--- config.mk ---
export PLATFORM = sky130hd
export DESIGN_NAME = mc_control_unit_flat
export DESIGN_NICKNAME = d
export VERILOG_FILES = /design/src/rtl/cu_pkg.sv /design/src/rtl/mc_control_unit_if.sv /design/src/rtl/cu_decode.sv /design/src/rtl/mc_control_unit.sv /design/src/flat_wrapper.sv
export SDC_FILE = /design/constraint.sdc
export NUM_CORES = 1
export LEC_CHECK = 0
export CORE_UTILIZATION = 50
export CTS_CLUSTER_SIZE = 40
export DETAILED_ROUTE_END_ITERATION = 10
export PLACE_DENSITY = 0.84
export SYNTH_ARGS = -nofsm -noshare
export SYNTH_HDL_FRONTEND = slang
export SYNTH_SLANG_ARGS = --single-unit
--- constraint.sdc ---
create_clock -name clk -period 9.43 [get_ports clk]
set_input_delay 2.829 -clock clk [delete_from_list [all_inputs] [get_ports clk]]
set_output_delay 2.829 -clock clk [all_outputs]
set_load 0.1 [all_outputs]
--- src/rtl/cu_pkg.sv ---
// Shared opcode constants, class/state enums and datapath mux encodings
// for the multi-cycle control unit.
package cu_pkg;

   localparam logic [4:0] OPC_J    = 5'd11;
   localparam logic [4:0] OPC_BEZ  = 5'd12;
   localparam logic [4:0] OPC_MFHI = 5'd13;
   localparam logic [4:0] OPC_MFLO = 5'd14;
   localparam logic [4:0] OPC_MUL  = 5'd15;
   localparam logic [4:0] OPC_LW   = 5'd16;
   localparam logic [4:0] OPC_SW   = 5'd17;
   localparam int unsigned OPC_NUM = 18;

   localparam logic [3:0] ULA_OP_ADD = 4'd0;
   localparam logic [3:0] ULA_OP_BEZ = 4'd12;

   localparam logic       UA_PC  = 1'b0;
   localparam logic       UA_REG = 1'b1;

   localparam logic [1:0] UB_REG = 2'd0;
   localparam logic [1:0] UB_ONE = 2'd1;
   localparam logic [1:0] UB_IMM = 2'd2;

   localparam logic [1:0] CP_ALU  = 2'd0;
   localparam logic [1:0] CP_ALUS = 2'd1;
   localparam logic [1:0] CP_IMM  = 2'd2;

   localparam logic [1:0] WB_ALU = 2'd0;
   localparam logic [1:0] WB_HI  = 2'd1;
   localparam logic [1:0] WB_LO  = 2'd2;
   localparam logic [1:0] WB_MEM = 2'd3;

   typedef enum logic [3:0] {
      CL_R, CL_I, CL_J, CL_BEZ, CL_MFHI, CL_MFLO, CL_MUL, CL_LW, CL_SW, CL_ILL
   } cls_t;

   typedef enum logic [2:0] {
      S_EXE, S_MUL, S_MEM, S_WB, S_HALT
   } state_t;

endpackage

--- src/rtl/mc_control_unit_if.sv ---
// Control unit <-> datapath/memory/multiplier signal bundle.
// master drives the instruction and status inputs; slave is the control unit.
interface mc_control_unit_if #(
   parameter int unsigned OP_W = 5
);
   logic [OP_W-1:0] op_code;
   logic            zero;
   logic            mul_done;
   logic            mem_ready;
   logic            exe;
   logic            wb;
   logic [3:0]      ula_op;
   logic            ula_a;
   logic [1:0]      ula_b;
   logic [1:0]      fonte_cp;
   logic [1:0]      fonte_wb;
   logic            r_w;
   logic            mul_start;
   logic            mem_req;
   logic            mem_we;
   logic            retire;
   logic            illegal;
   logic            mul_timeout;

   modport master (
      output op_code, zero, mul_done, mem_ready,
      input  exe, wb, ula_op, ula_a, ula_b, fonte_cp, fonte_wb, r_w,
             mul_start, mem_req, mem_we, retire, illegal, mul_timeout
   );

   modport slave (
      input  op_code, zero, mul_done, mem_ready,
      output exe, wb, ula_op, ula_a, ula_b, fonte_cp, fonte_wb, r_w,
             mul_start, mem_req, mem_we, retire, illegal, mul_timeout
   );
endinterface

--- src/rtl/cu_decode.sv ---
// Opcode classifier: maps op_code to an instruction class; anything outside
// the defined opcode map is flagged illegal.
module cu_decode
   import cu_pkg::*;
#(
   parameter int unsigned OP_W = 5
) (
   input  logic [OP_W-1:0] op_code,
   output cls_t            cls,
   output logic            illegal
);

   always_comb begin
      cls = CL_ILL;
      case (op_code[4:0])
         5'd0, 5'd1, 5'd3, 5'd4, 5'd5:         cls = CL_R;
         5'd2, 5'd6, 5'd7, 5'd8, 5'd9, 5'd10:  cls = CL_I;
         OPC_J:                                cls = CL_J;
         OPC_BEZ:                              cls = CL_BEZ;
         OPC_MFHI:                             cls = CL_MFHI;
         OPC_MFLO:                             cls = CL_MFLO;
         OPC_MUL:                              cls = CL_MUL;
         OPC_LW:                               cls = CL_LW;
         OPC_SW:                               cls = CL_SW;
         default:                              cls = CL_ILL;
      endcase
      // Upper opcode bits of wider builds must be zero
      if (op_code >= OP_W'(OPC_NUM)) cls = CL_ILL;
   end

   assign illegal = (cls == CL_ILL);

endmodule

--- src/rtl/mc_control_unit.sv ---
// Multi-cycle control unit: EXE -> [MUL | MEM] -> WB sequencing with multiplier
// timeout and illegal-opcode trap into a halt state left only by reset.
module mc_control_unit
   import cu_pkg::*;
#(
   parameter int unsigned OP_W    = 5,
   parameter int unsigned MUL_MAX = 32
) (
   input logic            clk,
   input logic            rst,
   mc_control_unit_if.slave bus
);

   localparam int unsigned MCNT_W = (MUL_MAX > 1) ? $clog2(MUL_MAX) : 1;

   state_t              state, state_nxt;
   cls_t                cls;
   logic                dec_illegal;
   logic [MCNT_W-1:0]   mcnt;
   logic                zero_q;
   logic                illegal_q, mul_timeout_q;
   logic                set_illegal_c, set_timeout_c;
   logic                mul_limit_c;
   logic                src_a_c;
   logic [1:0]          src_b_c;

   logic                exe_c, wb_c, ula_a_c, r_w_c, mul_start_c;
   logic                mem_req_c, mem_we_c, retire_c;
   logic [3:0]          ula_op_c;
   logic [1:0]          ula_b_c, fonte_cp_c, fonte_wb_c;

   cu_decode #(.OP_W(OP_W)) u_decode (
      .op_code (bus.op_code),
      .cls     (cls),
      .illegal (dec_illegal)
   );

   // ALU source selection used in EXE and held through MEM
   always_comb begin
      src_a_c = UA_PC;
      src_b_c = UB_REG;
      case (cls)
         CL_R, CL_BEZ, CL_MUL: begin
            src_a_c = UA_REG;
            src_b_c = UB_REG;
         end
         CL_I, CL_LW, CL_SW: begin
            src_a_c = UA_REG;
            src_b_c = UB_IMM;
         end
         default: ;
      endcase
   end

   assign mul_limit_c = (mcnt == MCNT_W'(MUL_MAX - 1));

   always_ff @(posedge clk or posedge rst) begin
      if (rst) state <= S_EXE;
      else     state <= state_nxt;
   end

   // Next state and combinational control outputs
   always_comb begin
      state_nxt     = state;
      exe_c         = 1'b0;
      wb_c          = 1'b0;
      ula_op_c      = ULA_OP_ADD;
      ula_a_c       = UA_PC;
      ula_b_c       = UB_REG;
      fonte_cp_c    = CP_ALU;
      fonte_wb_c    = WB_ALU;
      r_w_c         = 1'b0;
      mul_start_c   = 1'b0;
      mem_req_c     = 1'b0;
      mem_we_c      = 1'b0;
      retire_c      = 1'b0;
      set_illegal_c = 1'b0;
      set_timeout_c = 1'b0;

      case (state)
         S_EXE: begin
            exe_c    = 1'b1;
            ula_op_c = bus.op_code[3:0];
            ula_a_c  = src_a_c;
            ula_b_c  = src_b_c;
            if (dec_illegal) begin
               set_illegal_c = 1'b1;
               state_nxt     = S_HALT;
            end else if (cls == CL_MUL) begin
               mul_start_c = 1'b1;
               state_nxt   = S_MUL;
            end else if (cls == CL_LW || cls == CL_SW) begin
               state_nxt = S_MEM;
            end else begin
               state_nxt = S_WB;
            end
         end

         S_MUL: begin
            // A done on the limit cycle still completes normally
            if (bus.mul_done) begin
               state_nxt = S_WB;
            end else if (mul_limit_c) begin
               set_timeout_c = 1'b1;
               state_nxt     = S_HALT;
            end
         end

         S_MEM: begin
            mem_req_c = 1'b1;
            mem_we_c  = (cls == CL_SW);
            ula_op_c  = bus.op_code[3:0];
            ula_a_c   = src_a_c;
            ula_b_c   = src_b_c;
            if (bus.mem_ready) state_nxt = S_WB;
         end

         S_WB: begin
            wb_c      = 1'b1;
            retire_c  = 1'b1;
            state_nxt = S_EXE;
            if (cls == CL_BEZ && zero_q) begin
               fonte_cp_c = CP_ALUS;
               ula_op_c   = ULA_OP_BEZ;
               ula_a_c    = UA_REG;
               ula_b_c    = UB_REG;
            end else begin
               ula_op_c = ULA_OP_ADD;
               ula_a_c  = UA_PC;
               ula_b_c  = UB_ONE;
               case (cls)
                  CL_J:    fonte_cp_c = CP_IMM;
                  CL_BEZ:  fonte_cp_c = CP_ALUS;
                  default: fonte_cp_c = CP_ALU;
               endcase
            end
            r_w_c = !(cls inside {CL_J, CL_BEZ, CL_MUL, CL_SW});
            case (cls)
               CL_MFHI: fonte_wb_c = WB_HI;
               CL_MFLO: fonte_wb_c = WB_LO;
               CL_LW:   fonte_wb_c = WB_MEM;
               default: fonte_wb_c = WB_ALU;
            endcase
         end

         S_HALT: state_nxt = S_HALT;

         default: state_nxt = S_EXE;
      endcase
   end

   // Branch condition captured in EXE, multiplier cycle counter, sticky errors
   always_ff @(posedge clk or posedge rst) begin
      if (rst) begin
         zero_q        <= 1'b0;
         mcnt          <= '0;
         illegal_q     <= 1'b0;
         mul_timeout_q <= 1'b0;
      end else begin
         if (state == S_EXE) zero_q <= bus.zero;
         if (state == S_MUL) mcnt <= (state_nxt == S_MUL) ? mcnt + MCNT_W'(1) : '0;
         if (set_illegal_c) illegal_q <= 1'b1;
         if (set_timeout_c) mul_timeout_q <= 1'b1;
      end
   end

   assign bus.exe         = exe_c;
   assign bus.wb          = wb_c;
   assign bus.ula_op      = ula_op_c;
   assign bus.ula_a       = ula_a_c;
   assign bus.ula_b       = ula_b_c;
   assign bus.fonte_cp    = fonte_cp_c;
   assign bus.fonte_wb    = fonte_wb_c;
   assign bus.r_w         = r_w_c;
   assign bus.mul_start   = mul_start_c;
   assign bus.mem_req     = mem_req_c;
   assign bus.mem_we      = mem_we_c;
   assign bus.retire      = retire_c;
   assign bus.illegal     = illegal_q;
   assign bus.mul_timeout = mul_timeout_q;

endmodule

--- src/flat_wrapper.sv ---
// flat-port wrapper written by rule: the top's interface ports become plain ports
module mc_control_unit_flat import cu_pkg::*;
#(
   parameter int unsigned OP_W    = 5,
   parameter int unsigned MUL_MAX = 32
)
  (clk, rst, bus_op_code, bus_zero, bus_mul_done, bus_mem_ready, bus_exe, bus_wb, bus_ula_op, bus_ula_a, bus_ula_b, bus_fonte_cp, bus_fonte_wb, bus_r_w, bus_mul_start, bus_mem_req, bus_mem_we, bus_retire, bus_illegal, bus_mul_timeout);
  mc_control_unit_if #(.OP_W(OP_W)) bus_i ();
  input logic clk;
  input logic rst;
  input wire logic [$bits(bus_i.op_code)-1:0] bus_op_code;
  input wire logic [$bits(bus_i.zero)-1:0] bus_zero;
  input wire logic [$bits(bus_i.mul_done)-1:0] bus_mul_done;
  input wire logic [$bits(bus_i.mem_ready)-1:0] bus_mem_ready;
  output wire logic [$bits(bus_i.exe)-1:0] bus_exe;
  output wire logic [$bits(bus_i.wb)-1:0] bus_wb;
  output wire logic [$bits(bus_i.ula_op)-1:0] bus_ula_op;
  output wire logic [$bits(bus_i.ula_a)-1:0] bus_ula_a;
  output wire logic [$bits(bus_i.ula_b)-1:0] bus_ula_b;
  output wire logic [$bits(bus_i.fonte_cp)-1:0] bus_fonte_cp;
  output wire logic [$bits(bus_i.fonte_wb)-1:0] bus_fonte_wb;
  output wire logic [$bits(bus_i.r_w)-1:0] bus_r_w;
  output wire logic [$bits(bus_i.mul_start)-1:0] bus_mul_start;
  output wire logic [$bits(bus_i.mem_req)-1:0] bus_mem_req;
  output wire logic [$bits(bus_i.mem_we)-1:0] bus_mem_we;
  output wire logic [$bits(bus_i.retire)-1:0] bus_retire;
  output wire logic [$bits(bus_i.illegal)-1:0] bus_illegal;
  output wire logic [$bits(bus_i.mul_timeout)-1:0] bus_mul_timeout;
  assign bus_i.op_code = bus_op_code;
  assign bus_i.zero = bus_zero;
  assign bus_i.mul_done = bus_mul_done;
  assign bus_i.mem_ready = bus_mem_ready;
  assign bus_exe = bus_i.exe;
  assign bus_wb = bus_i.wb;
  assign bus_ula_op = bus_i.ula_op;
  assign bus_ula_a = bus_i.ula_a;
  assign bus_ula_b = bus_i.ula_b;
  assign bus_fonte_cp = bus_i.fonte_cp;
  assign bus_fonte_wb = bus_i.fonte_wb;
  assign bus_r_w = bus_i.r_w;
  assign bus_mul_start = bus_i.mul_start;
  assign bus_mem_req = bus_i.mem_req;
  assign bus_mem_we = bus_i.mem_we;
  assign bus_retire = bus_i.retire;
  assign bus_illegal = bus_i.illegal;
  assign bus_mul_timeout = bus_i.mul_timeout;
  mc_control_unit #(.OP_W(OP_W), .MUL_MAX(MUL_MAX)) u_core (.clk(clk), .rst(rst), .bus(bus_i));
endmodule
==> results.md, run 1 <==
- Status: complete, no violations
- Cells on Worst Hold Path: 1
- Fill count: 183
- Most used DFF post-synth: dfrtp_1
- Hpwl dp: 1940 µm
- Clock-pin slew on the worst setup and hold paths: 70 ps
- Largest net degree at the start of global routing: 16
- R2r setup slk: 7050 ps
- Vias in the first global route: between 800 and 900
- Via Count: 1,045
- Syn avg cell area: 7.85 µm²
- Sequential area share after synthesis: 26.8%
- Share of cells above drive strength 1: roughly an eighth
- Cell Chain, Critical Path: clkdlybuf4s50_1 > inv_1 > ha_1 > nor4_4 > a21boi_2 > or3_1 > or4b_1 > a21oi_1 > buf_4
- I/O Pins: 30
- Post-CTS Hold Buffers: 0
- Initial Util: 53.0%
- Netlist Area Pre-Place: 1030 µm²
- Worst hold path class: reg -> reg
- Vias per cell: roughly 5.6
- Initial antenna violation count: 0
- First-pass GRT wire length: about 3900 µm
- Post-synthesis register bit count: 11
- TNS Setup: 0 ps
- Worst r2r dst: u_core.mcnt[4]$_DFFE_PP0P_
- Yosys warnings: 0
- Buffers & Inverters on Critical Path: 3
- Post-route antenna net violation count: 0
- First-pass DRT Iterations: 4
- Root Driver: clkbuf_4
- Crit-path leading delay family: simple AND/OR/NAND/NOR gates
- Synth top area share: 26.8%
- Total Wirelength: 2520 µm
- Max Cap Viol: 0
- Worst hold slack: 477 ps
- Area Overhead vs Synth: 27.7%
- # resized after CTS: 0
- ANT cells: 0
- Rows: 16
- Static Leakage: 0.000594 µW
- Final core utilization: 67.7%
- Overall power: 384 µW
- Critical path launch point type: input pin
- CTS tree: done
- Crit path capture type: primary output
- Full die area: 2240 µm²
- Unrepaired setup endpoints after global routing: false
- Die Ht: 47.4 µm
- Placed Instance Area: 1290 µm²
- Final nets: 175
- Fmax: 118 MHz
- Residual DRC: 0
- Post-Syn Nets: 147
- Die Wd: about 47 µm
- Distinct cells, synth: 46
- Tmin final: ~8400 ps
- Final period utilization: ~90%
- CTS sink count: 11
- CTS Buf Count: 3
- Synth area leader: dfrtp_1
- Final instance area: 1310 µm²
- Average wire per standard cell: around 14 µm
- PD cells: approximately 290 nW/µm²
- Max IR drop VDD: roughly 0.00023 V
- Mapped Cells: 131
- Critical path arrival: about 5600 ps
- Placeable core area: 1940 µm²
- Final Max Slew Viols: 0
- HP Start: u_core.bus.mul_timeout$_DFFE_PP0P_
- GRT Resource Usage Total: 24.6%
- CTS H-tree lvls: 1
- Critical Setup Path Class: in -> out
- First DRT Iteration DRCs: 30
- EDFF count, synth: 0
- CP max FO: 8
- CP peak stage delay: 550 ps
- Post-Route Skew: 0.678 ps
- Actual slew at the worst max-slew pin: 974 ps
- Final setup fails: 0
- Worst reg2reg path depth: 8
- Hold Path End: u_core.bus.mul_timeout$_DFFE_PP0P_
- Worst-case clock buffer depth: 2
- Rel. slew slack: 34.9%
- PortBufs: 29
- Post-CTS setup buffer count: 0
- Gpl congestion: just under 0.9
- Synth top area cells: dfrtp_1, ha_1, nand2_1, nor2b_1, inv_1
- Gr ovfl total: 0
- Endpoints failing hold: 0
- Worst path slowest cell: clkdlybuf4s50_1
- Reg2Reg Launch Point: u_core.mcnt[0]$_DFFE_PP0P_
- Worst-Skew Late Latency: 270 ps
- Asr flop ratio synth: 100%
- Worst Path Required: ~6600 ps
==> final cells by class <==
class                      count  area, µm²  share of cell area [%]
sequential                    11        275                    21.0
timing repair buffer          29        260                    19.8
multi-input combinational    105        684                    52.1
clock buffer                   4       26.3                    2.00
inverter                       9       33.8                    2.57
tap                           27       33.8                    2.57
==> cell usage in the layout (no fill, tap or decap), drive strengths merged, types with 2 or more instances in the layout <==
cell and count:
a211oi 2, a21boi 2, a21oi 2, a31oi 3, and2 2, and3 2, buf 12, clkbuf 4
clkdlybuf4s50 17, dfrtp 11, ha 6, inv 9, nand2 20, nand2b 4, nor2 9, nor2b 6
nor3 5, nor4 4, o211ai 3, o21ai 5, o21bai 2, o22ai 4, o31ai 3, or2 2
or3 2
==> metal layers <==
| layer | vias to the layer above | global-route usage (%) | part of all wire [%] |
|---|---|---|---|
| met5 | - | 0 | 0 |
| met4 | 0 | 6.29 | 0.71 |
| met3 | 2 | 5.77 | 4.7 |
| met2 | 33 | 41.1 | 50 |
| met1 | 479 | 31.7 | 45 |
| li1 | 531 | - | - |
==> worst max-delay path by stage <==
stage | startpoint | cells after the start | end | slack, ps
finish | bus_op_code[0] | 9 | bus_fonte_wb[0] | 980
global route | bus_op_code[0] | 9 | bus_fonte_wb[0] | 850
CTS | bus_op_code[0] | 9 | bus_fonte_wb[0] | 980
detailed placement | bus_op_code[0] | 9 | bus_fonte_wb[0] | 990
global placement | bus_op_code[0] | 9 | bus_fonte_wb[0] | 1110
floorplan | bus_op_code[0] | 7 | bus_r_w | 280
==> power breakdown <==
part	leakage (µW)	switching (µW)	total [µW]	internal (µW)
sequential	0.000140	23.9	88.4	64.5
combinational	0.000439	197	263	66.6
clock	0.0000150	16.0	32.4	16.4
==> sequential cells by signal, summed over array words and instances (netlist names) <==
| name | count |
|---|---|
| u_core.mcnt | 5 |
| u_core.zero_q | 1 |
| u_core.bus.illegal | 1 |
| u_core.bus.mul_timeout | 1 |
| u_core.state | 3 |
==> stage by stage <==
| step | setup slack, ps | std cells |
|---|---|---|
| 2_1_floorplan | 283 | 131 |
| 3_3_place_gp | 1110 | 181 |
| 3_5_place_dp | 986 | 181 |
| 4_1_cts | 983 | 185 |
| 5_1_grt | 850 | 185 |
| 6_report | 983 | 185 |
==> logic make-up after synthesis <==
family                     count (synthesis)  synth area share, %
buffers and inverters                     15                 6.69
adders and majority gates                  6                 7.30
muxes                                      1                0.973
DFF                                       11                 26.8
AOI/OAI and AO/OA                         33                 23.1
and+or+nand+nor                           65                 35.2
==> cells in the mapped netlist (2+ instances only) <==
cell,count
a211oi_1,2
nor2_1,9
a31oi_1,3
a21oi_1,2
nor3_1,5
or2_2,2
nand2b_1,4
and3_1,2
nand2_1,20
o22ai_1,4
o21ai_0,4
o211ai_1,3
ha_1,6
nor4_1,3
clkbuf_1,3
nor2b_1,6
dfrtp_1,11
or3_1,2
and2_1,2
o31ai_1,3
inv_1,9
o21bai_1,2
==> worst reg2reg max path, cell delays in order (launching register included) <==
cell and delay (ps):
dfrtp_1 410, ha_1 230, and3_1 190, ha_1 180
nor2b_1 170, a2bb2oi_1 160, a211oi_1 460, o21ai_1 250
o31ai_1 240
Power figures use the tool's default switching activity.
==> run 2: changes to the inputs <==
--- a/config.mk
+++ b/config.mk
@@ -5,10 +5,10 @@
 export SDC_FILE = /design/constraint.sdc
 export NUM_CORES = 1
 export LEC_CHECK = 0
-export CORE_UTILIZATION = 50
+export CORE_UTILIZATION = 42
 export CTS_CLUSTER_SIZE = 40
 export DETAILED_ROUTE_END_ITERATION = 10
-export PLACE_DENSITY = 0.84
+export PLACE_DENSITY = 0.75
 export SYNTH_ARGS = -nofsm -noshare
 export SYNTH_HDL_FRONTEND = slang
 export SYNTH_SLANG_ARGS = --single-unit
==> constraint.sdc (replaced) <==
create_clock -name clk -period 7.6 [get_ports clk]
set_input_delay 2.28 -clock clk [delete_from_list [all_inputs] [get_ports clk]]
set_output_delay 2.28 -clock clk [all_outputs]
set_load 0.1 [all_outputs]
==> run 2 against run 1 <==
Combinational power rose by 35%. Core utilization shrank 3.2 points. Count of clock-buffer cells in the layout is the same. Largest power group unchanged.
==> results.md, run 2 (synthesis gave the netlist of run 1 again) <==
- Actual slew at the worst max-slew pin: 972 ps (was 974 ps)
- Final nets: 175 (unchanged)
- Worst setup margin: 282 ps (was 983 ps)
- Sw Ratio: 59.2% (was 61.6%)
- First-pass DRT Iterations: 4 (unchanged)
- Vias in the first global route: 992 (was 877)
- Unrepaired setup endpoints after global routing: false (unchanged)
- Placement Setup Slack: 301 ps (was 986 ps)
- Final core utilization: 64.5% (was 67.7%)
- CTS Buf Count: 3 (unchanged)
- Rel. slew slack: 35.0% (was 34.9%)
- Tmin final: 7320 ps
- # resized after CTS: 0 (unchanged)
- Total Wirelength: 2500 µm (was 2520 µm)
- Crit path capture type: primary output (unchanged)
- Max Cap Viol: 0 (unchanged)
- Area Overhead vs Synth: 41.4% (was 27.7%)
- Largest register by flop count: u_core.mcnt (unchanged)
- Critical path launch point type: input pin (unchanged)
- Root Driver: clkbuf_4 (unchanged)
- First-pass GRT wire length: 4310 µm (was 3900 µm)
- Worst hold path class: reg -> reg (unchanged)
- Endpoints failing hold: 0 (unchanged)
- Share of cells above drive strength 1: 16.5% (was 12.7%)
- Average wire per standard cell: 13.4 µm (was 13.6 µm)
- Critical Setup Path Class: in -> out (unchanged)
- I/O Pins: 30 (unchanged)
- Reg2Reg Launch Point: u_core.mcnt[0]$_DFFE_PP0P_ (unchanged)
- Final Max Slew Viols: 0 (unchanged)
- Post-route antenna net violation count: 0 (unchanged)
- Post-CTS Hold Buffers: 0 (unchanged)
- Clock power frac: 8.0% (was 8.4%)
- Static Leakage: 0.000629 µW (was 0.000594 µW)
- Die Wd: 51.5 µm (was 47.4 µm)
- Top flop regs: u_core.mcnt (5), u_core.state (3) (unchanged)
- Sw power: 298 µW (was 237 µW)
- Worst-case clock buffer depth: 2 (unchanged)
- Status: complete, no violations (unchanged)
- Max IR drop VDD: 0.000295 V (was 0.000228 V)
- Placeable core area: 2250 µm² (was 1940 µm²)
- Post-CTS setup buffer count: 0 (unchanged)
- Via Count: 1,057 (was 1,045)
- Vias per cell: 5.68 (was 5.65)
- CTS H-tree lvls: 1 (unchanged)
- CTS sink count: 11 (unchanged)
- Final period utilization: 96.3%
- Largest net degree at the start of global routing: 16 (unchanged)
- Gr ovfl total: 0 (unchanged)
- Post-Route Skew: 7.08 ps (was 0.678 ps)
- ANT cells: 0 (unchanged)
- Worst-Skew Late Latency: 270 ps (about the same)
- Max reg flops: 5 (unchanged)
- Fill count: 200 (was 183)
- Worst Path Required: 5320 ps (was 6600 ps)
- Comb pwr share: 70.4% (was 68.6%)
- Internal: 205 µW (was 148 µW)
- GRT Resource Usage Total: 21.5% (was 24.6%)
- PortBufs: 29 (unchanged)
- Critical path arrival: 5040 ps (was 5620 ps)
- Worst Setup SP: bus_op_code[0] (unchanged)
- Fmax: 137 MHz
- TNS Setup: 0 ps (unchanged)
- Initial Util: 45.6% (was 53.0%)
- PD cells: 346 nW/µm² (was 292 nW/µm²)
- Clock-pin slew on the worst setup and hold paths: 60 ps (was 70 ps)
- Gpl congestion: 0.858 (was 0.882)
- CP max FO: 8 (unchanged)
- Worst hold slack: 455 ps (was 477 ps)
- Rows: 17 (was 16)
- First DRT Iteration DRCs: 23 (was 30)
- Hpwl dp: 2000 µm (was 1940 µm)
- Register share of total power: 21.7% (was 23.0%)
- Most frequent cells in the layout: nand2_1, clkdlybuf4s50_1, dfrtp_1, buf_12 (was nand2_1, clkdlybuf4s50_1, buf_4, dfrtp_1)
- HP Start: u_core.bus.mul_timeout$_DFFE_PP0P_ (unchanged)
- Final setup fails: 0 (unchanged)
- Most common cell after layout, fill and taps aside: nand2_1 (unchanged)
- Initial antenna violation count: 0 (unchanged)
- Residual DRC: 0 (unchanged)
- CTS tree: done (unchanged)
- Full die area: 2650 µm² (was 2240 µm²)
- Die Ht: 51.5 µm (was 47.4 µm)
run 2: cell types whose count changed in the layout (fill, tap and decap cells not counted), sizes merged:
| cell | before | now |
|---|---|---|
| clkdlybuf4s50 | 17 | 15 |
| buf | 12 | 14 |
run 2: final cells by class:
class	count	area, µm²	share of cell area (%)
Multi-Input combinational cell	105	703	48.4
Clock buffer	4	26.3	1.81
Sequential cell	11	275	18.9
Tap cell	28	35.0	2.41
Timing Repair Buffer	29	380	26.2
Inverter	9	33.8	2.32
run 2: final timing paths:
kind | slack [ps] | to | cells after the start
min in group asynchronous | 2290 | u_core.mcnt[4]$_DFFE_PP0P_ | 2
setup / recovery | 280 | bus_fonte_wb[0] | 9
max in group asynchronous | 5010 | u_core.bus.mul_timeout$_DFFE_PP0P_ | 2
hold / removal | 460 | u_core.bus.mul_timeout$_DFFE_PP0P_ | 1
setup reg to reg | 5210 | u_core.mcnt[1]$_DFFE_PP0P_ | 8
hold reg to reg | 460 | u_core.bus.mul_timeout$_DFFE_PP0P_ | 1
run 2: routing by layer:
metal | track usage (%) | up-vias | share of wire [%]
li1 | - | 525 | -
met1 | 27.7 | 494 | 47
met2 | 34.6 | 36 | 47
met3 | 6.85 | 2 | 5.8
met4 | 4.95 | 0 | 0.40
met5 | 0 | - | 0
run 2: power groups by stage:
stage               clock, µW  combinational, µW  sequential, µW
CTS                      41.2                356             108
global route             43.0                375             114
floorplan                   0                261             107
finish                   40.1                354             109
global placement            0                352             108
detailed placement          0                354             109
run 2: through the flow:
stage	cell area [µm²]	cells	total power [µW]
floorplan	1050	131	368
global placement	1430	182	460
detailed placement	1430	182	464
CTS	1450	186	505
global route	1450	186	533
finish	1450	186	503
run 2: critical path: stages:
cell	delay [ps]
clkdlybuf4s50_1	560
inv_1	110
ha_1	260
nor4_4	230
a21boi_2	140
or3_1	510
or4b_1	560
a21oi_2	200
buf_12	190
==> run 3: changes to the inputs <==
--- a/config.mk
+++ b/config.mk
@@ -8,7 +8,7 @@
 export CORE_UTILIZATION = 42
 export CTS_CLUSTER_SIZE = 40
 export DETAILED_ROUTE_END_ITERATION = 10
-export PLACE_DENSITY = 0.75
+export PLACE_DENSITY_LB_ADDON = 0.2
 export SYNTH_ARGS = -nofsm -noshare
 export SYNTH_HDL_FRONTEND = slang
 export SYNTH_SLANG_ARGS = --single-unit
==> run 3 against run 2 <==
Maximum frequency barely moved. Clock skew fell by 5.2 ps. Worst setup slack got worse by 6.8 ps. Non-clock buffer count unchanged. Combinational power hardly changed. Hold slack improved by 7.9 ps. Sequential power is essentially flat. Core utilization did not move. Routed wire length is 3.9% higher. Critical path type unchanged. Largest cell class unchanged. Highest routed layer unchanged.
==> results.md, run 3 (synthesis gave the netlist of run 1 again) <==
- CP max FO: 8 (unchanged)
- Max Cap Viol: 0 (unchanged)
- Gpl congestion: 0.885 (was 0.858)
- Critical path arrival: 5040 ps (about the same)
- ANT cells: 0 (unchanged)
- Status: complete, no violations (unchanged)
- Fin cells: 186 (unchanged)
- Post-CTS setup buffer count: 0 (unchanged)
- Worst-Skew Late Latency: 270 ps (about the same)
- Full die area: 2650 µm² (unchanged)
- Placed Cells: 182 (unchanged)
- Final setup fails: 0 (unchanged)
- Area Overhead vs Synth: 41.4% (unchanged)
- Total Wirelength: 2600 µm (was 2500 µm)
- Clock power frac: 7.9% (was 8.0%)
- Gr ovfl total: 0 (unchanged)
- Die Ht: 51.5 µm (unchanged)
- PortBufs: 29 (unchanged)
- Sw Ratio: 59.5% (was 59.2%)
- Via Count: 1,056 (was 1,057)
- GRT Resource Usage Total: 21.2% (was 21.5%)
- Worst hold slack: 463 ps (was 455 ps)
- Max reg flops: 5 (unchanged)
- Initial antenna violation count: 0 (unchanged)
- Worst Path Required: 5320 ps (about the same)
- Worst Setup SP: bus_op_code[0] (unchanged)
- Sw power: 302 µW (was 298 µW)
- Fmax: 137 MHz (about the same)
- Endpoints failing hold: 0 (unchanged)
- Critical Setup Path Class: in -> out (unchanged)
- Most frequent cells in the layout: nand2_1, clkdlybuf4s50_1, dfrtp_1, buf_12 (unchanged)
- Worst hold path class: reg -> reg (unchanged)
- Final instance area: 1450 µm² (unchanged)
- Final core utilization: 64.5% (unchanged)
- First-pass GRT wire length: 4200 µm (was 4310 µm)
- Hpwl dp: 2030 µm (was 2000 µm)
- Share of cells above drive strength 1: 16.5% (unchanged)
- Max IR drop VDD: 0.000279 V (was 0.000295 V)
- TNS Setup: 0 ps (unchanged)
- Final period utilization: 96.4% (was 96.3%)
- Residual DRC: 0 (unchanged)
- Placed Instance Area: 1430 µm² (unchanged)
- Post-CTS Hold Buffers: 0 (unchanged)
- First DRT Iteration DRCs: 20 (was 23)
- FF+latch area: 275 µm² (unchanged)
- Tmin final: 7320 ps (about the same)
- Fill count: 197 (was 200)
- I/O Pins: 30 (unchanged)
- CTS H-tree lvls: 1 (unchanged)
- Clock-pin slew on the worst setup and hold paths: 70 ps (was 60 ps)
- Rel. slew slack: 35.4% (was 35.0%)
- CTS Buf Count: 3 (unchanged)
- Static Leakage: 0.000629 µW (unchanged)
- Internal: 205 µW (about the same)
- Footprint of the multi-input gates: 703 µm² (unchanged)
- Register share of total power: 21.6% (was 21.7%)
- Actual slew at the worst max-slew pin: 966 ps (was 972 ps)
- Worst-case clock buffer depth: 2 (unchanged)
- Unrepaired setup endpoints after global routing: false (unchanged)
- CP endpoint: bus_fonte_wb[0] (unchanged)
- Top flop regs: u_core.mcnt (5), u_core.state (3) (unchanged)
- CTS sink count: 11 (unchanged)
- Root Driver: clkbuf_4 (unchanged)
- Vias in the first global route: 981 (was 992)
- Largest net degree at the start of global routing: 16 (unchanged)
- Initial Util: 45.6% (unchanged)
- # resized after CTS: 0 (unchanged)
- Most common cell after layout, fill and taps aside: nand2_1 (unchanged)
- Worst reg2reg path depth: 8 (unchanged)
- Comb pwr share: 70.4% (about the same)
- Placeable core area: 2250 µm² (unchanged)
- Post-route antenna net violation count: 0 (unchanged)
- Average wire per standard cell: 14.0 µm (was 13.4 µm)
- Critical path launch point type: input pin (unchanged)
- CTS tree: done (unchanged)
- Final Max Slew Viols: 0 (unchanged)
- Crit path capture type: primary output (unchanged)
- Die Wd: 51.5 µm (unchanged)
- R2r setup slk: 5240 ps (was 5210 ps)
- Vias per cell: 5.68 (about the same)
- First-pass DRT Iterations: 4 (unchanged)
- Post-Route Skew: 1.91 ps (was 7.08 ps)
- Rows: 17 (unchanged)
- Worst r2r dst: u_core.mcnt[1]$_DFFE_PP0P_ (unchanged)
- Final nets: 175 (unchanged)
- Largest register by flop count: u_core.mcnt (unchanged)
- PD cells: 349 nW/µm² (was 346 nW/µm²)
- Reg2Reg Launch Point: u_core.mcnt[0]$_DFFE_PP0P_ (unchanged)
==> run 3: per-layer routing <==
| metal | up-vias | part of all wire (%) | track usage (%) |
|---|---|---|---|
| met5 | - | 0 | 0 |
| met4 | 0 | 0.54 | 7.21 |
| met3 | 2 | 6.1 | 6.85 |
| met2 | 43 | 46 | 32.0 |
| li1 | 533 | - | - |
| met1 | 478 | 47 | 28.0 |
==> run 3: how the worst min path moves through the flow <==
stage                                            start                                  to  slack, ps  depth (start not counted)
global route        u_core.bus.mul_timeout$_DFFE_PP0P_  u_core.bus.mul_timeout$_DFFE_PP0P_        500                          1
global placement    u_core.bus.mul_timeout$_DFFE_PP0P_  u_core.bus.mul_timeout$_DFFE_PP0P_        450                          1
floorplan                   u_core.mcnt[4]$_DFFE_PP0P_          u_core.mcnt[4]$_DFFE_PP0P_        460                          2
detailed placement  u_core.bus.mul_timeout$_DFFE_PP0P_  u_core.bus.mul_timeout$_DFFE_PP0P_        450                          1
CTS                 u_core.bus.mul_timeout$_DFFE_PP0P_  u_core.bus.mul_timeout$_DFFE_PP0P_        460                          1
finish              u_core.bus.mul_timeout$_DFFE_PP0P_  u_core.bus.mul_timeout$_DFFE_PP0P_        460                          1
==> run 3: power by group through the flow <==
| stage | combinational, µW | sequential (µW) | clock [µW] |
|---|---|---|---|
| 3_5_place_dp | 356 | 110 | 0 |
| 6_report | 357 | 110 | 40.1 |
| 3_3_place_gp | 351 | 108 | 0 |
| 5_1_grt | 376 | 113 | 45.4 |
| 2_1_floorplan | 261 | 107 | 0 |
| 4_1_cts | 357 | 108 | 41.5 |
==> run 3: worst max-delay path, cell delays in order <==
cell             delay, ps
clkdlybuf4s50_1        560
inv_1                  110
ha_1                   260
nor4_4                 240
a21boi_2               140
or3_1                  510
or4b_1                 560
a21oi_2                200
buf_12                 190
==> run 3: cell type report <==
class / instances / share of cell area [%]
Multi-Input combinational cell: 105 / 48.4
Timing Repair Buffer: 29 / 26.2
Sequential cell: 11 / 18.9
Tap cell: 28 / 2.41
Inverter: 9 / 2.32
Clock buffer: 4 / 1.81
==> run 3: per-stage QoR <==
step | setup slack, ps | power [µW]
2_1_floorplan | 253 | 368
3_3_place_gp | 396 | 458
3_5_place_dp | 271 | 466
4_1_cts | 268 | 507
5_1_grt | 120 | 535
6_report | 276 | 507
